**src/rtl/traceback_walker_if.sv**
```systemverilog
// traceback_walker_if: start/readback/op-stream signals between the traceback walker and its environment
interface traceback_walker_if #(
   parameter int ROW_W = 10,
   parameter int COL_W = 10
);
   logic             start;
   logic [ROW_W-1:0] end_row;
   logic [COL_W-1:0] end_col;
   logic             busy;
   logic             rd_en;
   logic [ROW_W-1:0] rd_row;
   logic [COL_W-1:0] rd_col;
   logic [3:0]       rd_data;
   logic             op_valid;
   logic             op_ready;
   logic [1:0]       op;
   logic             op_last;
   logic             done;
   modport master (
      input  start, end_row, end_col, rd_data, op_ready,
      output busy, rd_en, rd_row, rd_col, op_valid, op, op_last, done
   );
   modport slave (
      output start, end_row, end_col, rd_data, op_ready,
      input  busy, rd_en, rd_row, rd_col, op_valid, op, op_last, done
   );
endinterface

```
**src/rtl/traceback_walker.sv**
```systemverilog
// traceback_walker: walks the direction store from an end cell back to (0,0), emitting one op per step
module traceback_walker #(
   parameter int ROW_W = 10,
   parameter int COL_W = 10
) (
   input logic clk,
   input logic rst,
   traceback_walker_if.master bus
);
   typedef enum logic [2:0] {IDLE, READ, DECODE, EMIT, DONE} state_t;
   typedef enum logic [1:0] {M_V, M_I, M_D} mtx_t;
   localparam logic [1:0] OP_DIAG = 2'd0;
   localparam logic [1:0] OP_INS  = 2'd1;
   localparam logic [1:0] OP_DEL  = 2'd2;

   state_t           state;
   mtx_t             mtx, nmtx, smtx;
   logic [ROW_W-1:0] row, nrow, srow;
   logic [COL_W-1:0] col, ncol, scol;
   logic [1:0]       sop;
   logic             on_edge, at_origin;

   assign bus.rd_en  = state == READ && !on_edge;
   assign bus.rd_row = row;
   assign bus.rd_col = col;

   // Step decode: edges force gaps and keep the matrix; interior cells follow the 3-state tracker
   always_comb begin
      at_origin = row == '0 && col == '0;
      on_edge   = row == '0 || col == '0;
      sop  = on_edge ? (row == '0 ? OP_INS : OP_DEL) :
             mtx == M_I ? OP_INS : mtx == M_D ? OP_DEL :
             bus.rd_data[3:2] == 2'd3 ? OP_INS : bus.rd_data[3:2] == 2'd2 ? OP_DEL : OP_DIAG;
      srow = sop == OP_INS ? row : row - ROW_W'(1);
      scol = sop == OP_DEL ? col : col - COL_W'(1);
      smtx = on_edge ? mtx : sop == OP_DIAG ? M_V :
             sop == OP_INS ? (bus.rd_data[1] ? M_V : M_I) : (bus.rd_data[0] ? M_V : M_D);
   end

   // Walk FSM; the pending step is held in nrow/ncol/nmtx and committed only on the op handshake
   always_ff @(posedge clk) begin
      if (rst) begin
         state        <= IDLE;
         mtx          <= M_V;
         nmtx         <= M_V;
         row          <= '0;
         col          <= '0;
         nrow         <= '0;
         ncol         <= '0;
         bus.busy     <= 1'b0;
         bus.op_valid <= 1'b0;
         bus.op       <= 2'd0;
         bus.op_last  <= 1'b0;
         bus.done     <= 1'b0;
      end else begin
         if ((state == READ && on_edge && !at_origin) || state == DECODE) begin
            bus.op       <= sop;
            bus.op_last  <= srow == '0 && scol == '0;
            bus.op_valid <= 1'b1;
            nrow         <= srow;
            ncol         <= scol;
            nmtx         <= smtx;
         end
         case (state)
            IDLE: if (bus.start) begin
               row      <= bus.end_row;
               col      <= bus.end_col;
               mtx      <= M_V;
               bus.busy <= 1'b1;
               state    <= READ;
            end
            READ: begin
               state    <= at_origin ? DONE : on_edge ? EMIT : DECODE;
               bus.done <= at_origin;
            end
            DECODE: state <= EMIT;
            EMIT: if (bus.op_ready) begin
               bus.op_valid <= 1'b0;
               row          <= nrow;
               col          <= ncol;
               mtx          <= nmtx;
               state        <= bus.op_last ? DONE : READ;
               bus.done     <= bus.op_last;
            end
            DONE: begin
               bus.done <= 1'b0;
               bus.busy <= 1'b0;
               state    <= IDLE;
            end
            default: state <= IDLE;
         endcase
      end
   end
endmodule

```
**src/flat_wrapper.sv**
```systemverilog
// flat-port wrapper written by rule: the top's interface ports become plain ports
module traceback_walker_flat 
#(
   parameter int ROW_W = 10,
   parameter int COL_W = 10
)
  (clk, rst, bus_start, bus_end_row, bus_end_col, bus_rd_data, bus_op_ready, bus_busy, bus_rd_en, bus_rd_row, bus_rd_col, bus_op_valid, bus_op, bus_op_last, bus_done);
  traceback_walker_if #(.ROW_W(ROW_W), .COL_W(COL_W)) bus_i ();
  input logic clk;
  input logic rst;
  input wire logic [$bits(bus_i.start)-1:0] bus_start;
  input wire logic [$bits(bus_i.end_row)-1:0] bus_end_row;
  input wire logic [$bits(bus_i.end_col)-1:0] bus_end_col;
  input wire logic [$bits(bus_i.rd_data)-1:0] bus_rd_data;
  input wire logic [$bits(bus_i.op_ready)-1:0] bus_op_ready;
  output wire logic [$bits(bus_i.busy)-1:0] bus_busy;
  output wire logic [$bits(bus_i.rd_en)-1:0] bus_rd_en;
  output wire logic [$bits(bus_i.rd_row)-1:0] bus_rd_row;
  output wire logic [$bits(bus_i.rd_col)-1:0] bus_rd_col;
  output wire logic [$bits(bus_i.op_valid)-1:0] bus_op_valid;
  output wire logic [$bits(bus_i.op)-1:0] bus_op;
  output wire logic [$bits(bus_i.op_last)-1:0] bus_op_last;
  output wire logic [$bits(bus_i.done)-1:0] bus_done;
  assign bus_i.start = bus_start;
  assign bus_i.end_row = bus_end_row;
  assign bus_i.end_col = bus_end_col;
  assign bus_i.rd_data = bus_rd_data;
  assign bus_i.op_ready = bus_op_ready;
  assign bus_busy = bus_i.busy;
  assign bus_rd_en = bus_i.rd_en;
  assign bus_rd_row = bus_i.rd_row;
  assign bus_rd_col = bus_i.rd_col;
  assign bus_op_valid = bus_i.op_valid;
  assign bus_op = bus_i.op;
  assign bus_op_last = bus_i.op_last;
  assign bus_done = bus_i.done;
  traceback_walker #(.ROW_W(ROW_W), .COL_W(COL_W)) u_core (.clk(clk), .rst(rst), .bus(bus_i));
endmodule
```
**config.mk**
```make
export PLATFORM = sky130hd
export DESIGN_NAME = traceback_walker_flat
export DESIGN_NICKNAME = d
export VERILOG_FILES = /design/src/rtl/traceback_walker_if.sv /design/src/rtl/traceback_walker.sv /design/src/flat_wrapper.sv
export SDC_FILE = /design/constraint.sdc
export NUM_CORES = 1
export LEC_CHECK = 0
export ABC_AREA = 1
export ABC_CLOCK_PERIOD_IN_PS = 4400
export BUFFER_PORTS_ARGS = -buffer_cell sky130_fd_sc_hd__buf_2
export CAP_MARGIN = 0
export CELL_PAD_IN_SITES_DETAIL_PLACEMENT = 1
export CELL_PAD_IN_SITES_GLOBAL_PLACEMENT = 1
export CORE_ASPECT_RATIO = 0.9
export CORE_MARGIN = 5
export CORE_UTILIZATION = 40
export CTS_CLUSTER_DIAMETER = 100
export DETAILED_ROUTE_END_ITERATION = 8
export PLACE_DENSITY = 0.8
export SYNTH_ARGS = -nofsm -noshare
export SYNTH_HDL_FRONTEND = slang
export SYNTH_SLANG_ARGS = --single-unit
```
**constraint.sdc**
```tcl
create_clock -name clk -period 4.4 [get_ports clk]
set_input_delay 0.44 -clock clk [delete_from_list [all_inputs] [get_ports clk]]
set_output_delay 0.44 -clock clk [all_outputs]
set_load 0.1 [all_outputs]
```
==> impl_metrics.ini <==
[logic_synthesis]
synth_area_leaders = dfxtp_1, nand2_1, nand3_1, inv_1, o211ai_1
synth_xor_xnor_area_share_pct = 2.29
synth.area.mux_share_pct = 0
avgSynthCellArea_um2 = 6.58
synthTopCellsByCount = nand2_1, dfxtp_1, inv_1
yosysSeqAreaShare_pct = 34.6
synth_top_family_by_area = simple AND/OR/NAND/NOR gates
syn_area_um2 = 3060
synth_area_leader_cell = dfxtp_1
ys.flop_type = dfxtp_1
synth_edf_count = 0
synth-simple-area-share_pct = 33.0
synth_top_cell_area_share_pct = 34.6
yosysMostFrequentCell = nand2_1
synth-compound-area-share_pct = 17.7
synthArstFlopShare_pct = 0
yosys.area_share.adder_pct = 1.63
synth.distinct_cells = 35
ys_ff_latch = 53
synthesis.nets = 498
yosysWarnings = 0
synthCells = 466

[cells_and_area]
drive_gt1_share_pct = 17.1
nets = 541
syn_to_final_growth_pct = 13.7
nFillCells = 1049
antennaDiodeCount = 0

[sta]
fin_setup_tns_ns = 0
worst_pin_slew_ns = 0.858
setup_viol = 0
rsz0062_at_grt = false
hold_violations = 0
period_share_pct = 79.5
max_slew_margin_pct = 42.7
max_freq_mhz = 286
setup_slack_ns = 0.900
slew_viol_final = 0
min_period_ns = 3.50
fin_skew_ns = 0.00514

[setup_path]
crit_family = simple AND/OR/NAND/NOR gates
crit_top_cell = nand2_1
cp.required_ns = 4.60
worst-path-buf-inv = 3
crit_slowest_cell = a21boi_0
critPathLaunchType = register
critPathMaxFanout = 11
cp-end-kind = register
critPathKind = register to register
critPathMaxStageDelay_ns = 0.59
crit_chain = inv_1 > ha_1 > nand2_1 > nor2_1 > nand3_1 > nor3_1 > inv_1 > ha_1 > inv_2 > a21oi_2 > nand2_1 > a21boi_0 > nand2_1 > nand2_1 > nor2_1 > nand2_1 > nor2_2 > nand3_1 > a21oi_1
arrival_ns = 3.70

[drt]
drcViolationCount = 0
first_pass_iters = 4
routed_wl_um = 8980
vias_per_cell = 5.27
ant_nets = 0
num_vias = 3187
drt_iter0_markers = 119
wire_per_inst_um = 14.8

[min_path]
hold_path.class = input pin to register

[power]
power_leakage_nw = 1.77
peakVddDrop_mv = 0.247
p_total_mw = 2.21
powerDensity_nw_per_um2 = 634

[clocking]
cts_buffers = 5
path_clk_slew_ns = 0.10
cts_setup_buffers = 0
clk_latency_ns = 0.31
cts-resized-gates = 0
hold_buffers = 0
cts_tree = done
clk_path_buf_depth = 2
root_buffer = clkbuf_8
cts_max_level = 2
clock-sinks = 53

[global_routing]
grt_remaining_overflow = 0
grt_antenna_before_repair = 0
grt_pass1_vias = 3120
track_usage_pct = 19.9
grt_first_pass_wirelength_um = 15200
grt_max_degree = 48

[die]
die_w_um = 102
rows = 30
die_area_um2 = 9510
die_h_um = 93.0
start_util_pct = 40.8
io_pins = 55
core_um2 = 7510

[placed_design]
port_buffers = 54
place_congestion = 0.857
hpwl_um = 6640
pre_cts_slack_ns = 0.953

[job]
drv_cap = 0

[outcome]
status = completed
[power by group]
group / switching, mW / leakage (nW) / internal, mW / total (mW)
registers: 0.0911 / 0.435 / 0.582 / 0.673
clock network: 0.164 / 0.0540 / 0.166 / 0.330
logic: 0.901 / 1.28 / 0.306 / 1.21
[state kept, by name, indices dropped and copies added, names as in the netlist, 2 cells and up]
| register | flops |
|---|---|
| u_core.bus.op | 2 |
| u_core.bus.rd_row | 10 |
| u_core.mtx | 2 |
| u_core.nmtx | 2 |
| u_core.nrow | 10 |
| u_core.ncol | 10 |
| u_core.state | 3 |
| u_core.bus.rd_col | 10 |
[layout by cell type, fill, tap and decap left out, types with 2 or more instances in the layout]
cell type  instances
nand3b_1           3
nand2_1          132
xor2_1             8
nor2_1            33
nand2_2            6
ha_1               4
inv_2              8
a21oi_1            8
nor3_1             4
inv_1             53
clkbuf_8           5
nand4_1            2
buf_4              3
dfxtp_1           53
o211ai_1          21
o21ai_0           31
a31oi_1           20
buf_2             54
nor2_4             2
nand3_1           43
[kinds of logic (layout without fill, tap and decap cells)]
family | after synthesis | in the layout
simple gates | 230 | 230
compound gates | 88 | 88
buf+inv | 83 | 126
flops | 53 | 53
xor+xnor | 8 | 8
fa+ha+maj | 4 | 4
[tightest hold or removal path, stage by stage]
cell,delay [ns]
buf_2,0.09
nand2_1,0.05
a31oi_1,0.07
[final cells by class]
type | count | area [um2] | share of cell area, %
timing repair buffer | 57 | 293 | 8.41
clock buffer | 5 | 68.8 | 1.98
clock inverter | 2 | 35.0 | 1.01
inverter | 62 | 233 | 6.68
tap | 96 | 120 | 3.45
sequential | 53 | 1060 | 30.5
multi-input combinational | 330 | 1670 | 48.0
[metal layers]
layer	share of wire, %	up-vias	GRT usage, %
met5	0	-	0
li1	-	1611	-
met1	49	1527	28.0
met4	0.82	0	3.93
met2	47	41	32.1
met3	3.1	8	3.28
[metrics by stage]
stage               instance area [um2]  utilization, %  hold slack [ns]  instances
floorplan                          3060               -            0.452        466
global placement                   3380            45.0            0.449        598
detailed placement                 3380            45.0            0.460        598
CTS                                3480            46.4            0.380        605
global route                       3480            46.4            0.383        605
finish                             3480            46.4            0.385        605
[final timing paths]
path	from	end	slack [ns]	depth (start not counted)
worst min register to register	u_core.bus.busy$_SDFFE_PP0P_	u_core.bus.busy$_SDFFE_PP0P_	0.47	2
worst max-delay path	u_core.bus.rd_col[0]$_SDFFE_PP0P_	u_core.bus.op_last$_SDFFE_PP0P_	0.90	19
worst max register to register	u_core.bus.rd_col[0]$_SDFFE_PP0P_	u_core.bus.op_last$_SDFFE_PP0P_	0.90	19
worst min-delay path	bus_end_row[4]	u_core.bus.rd_row[4]$_SDFFE_PP0P_	0.39	3
Power figures use the tool's default switching activity.
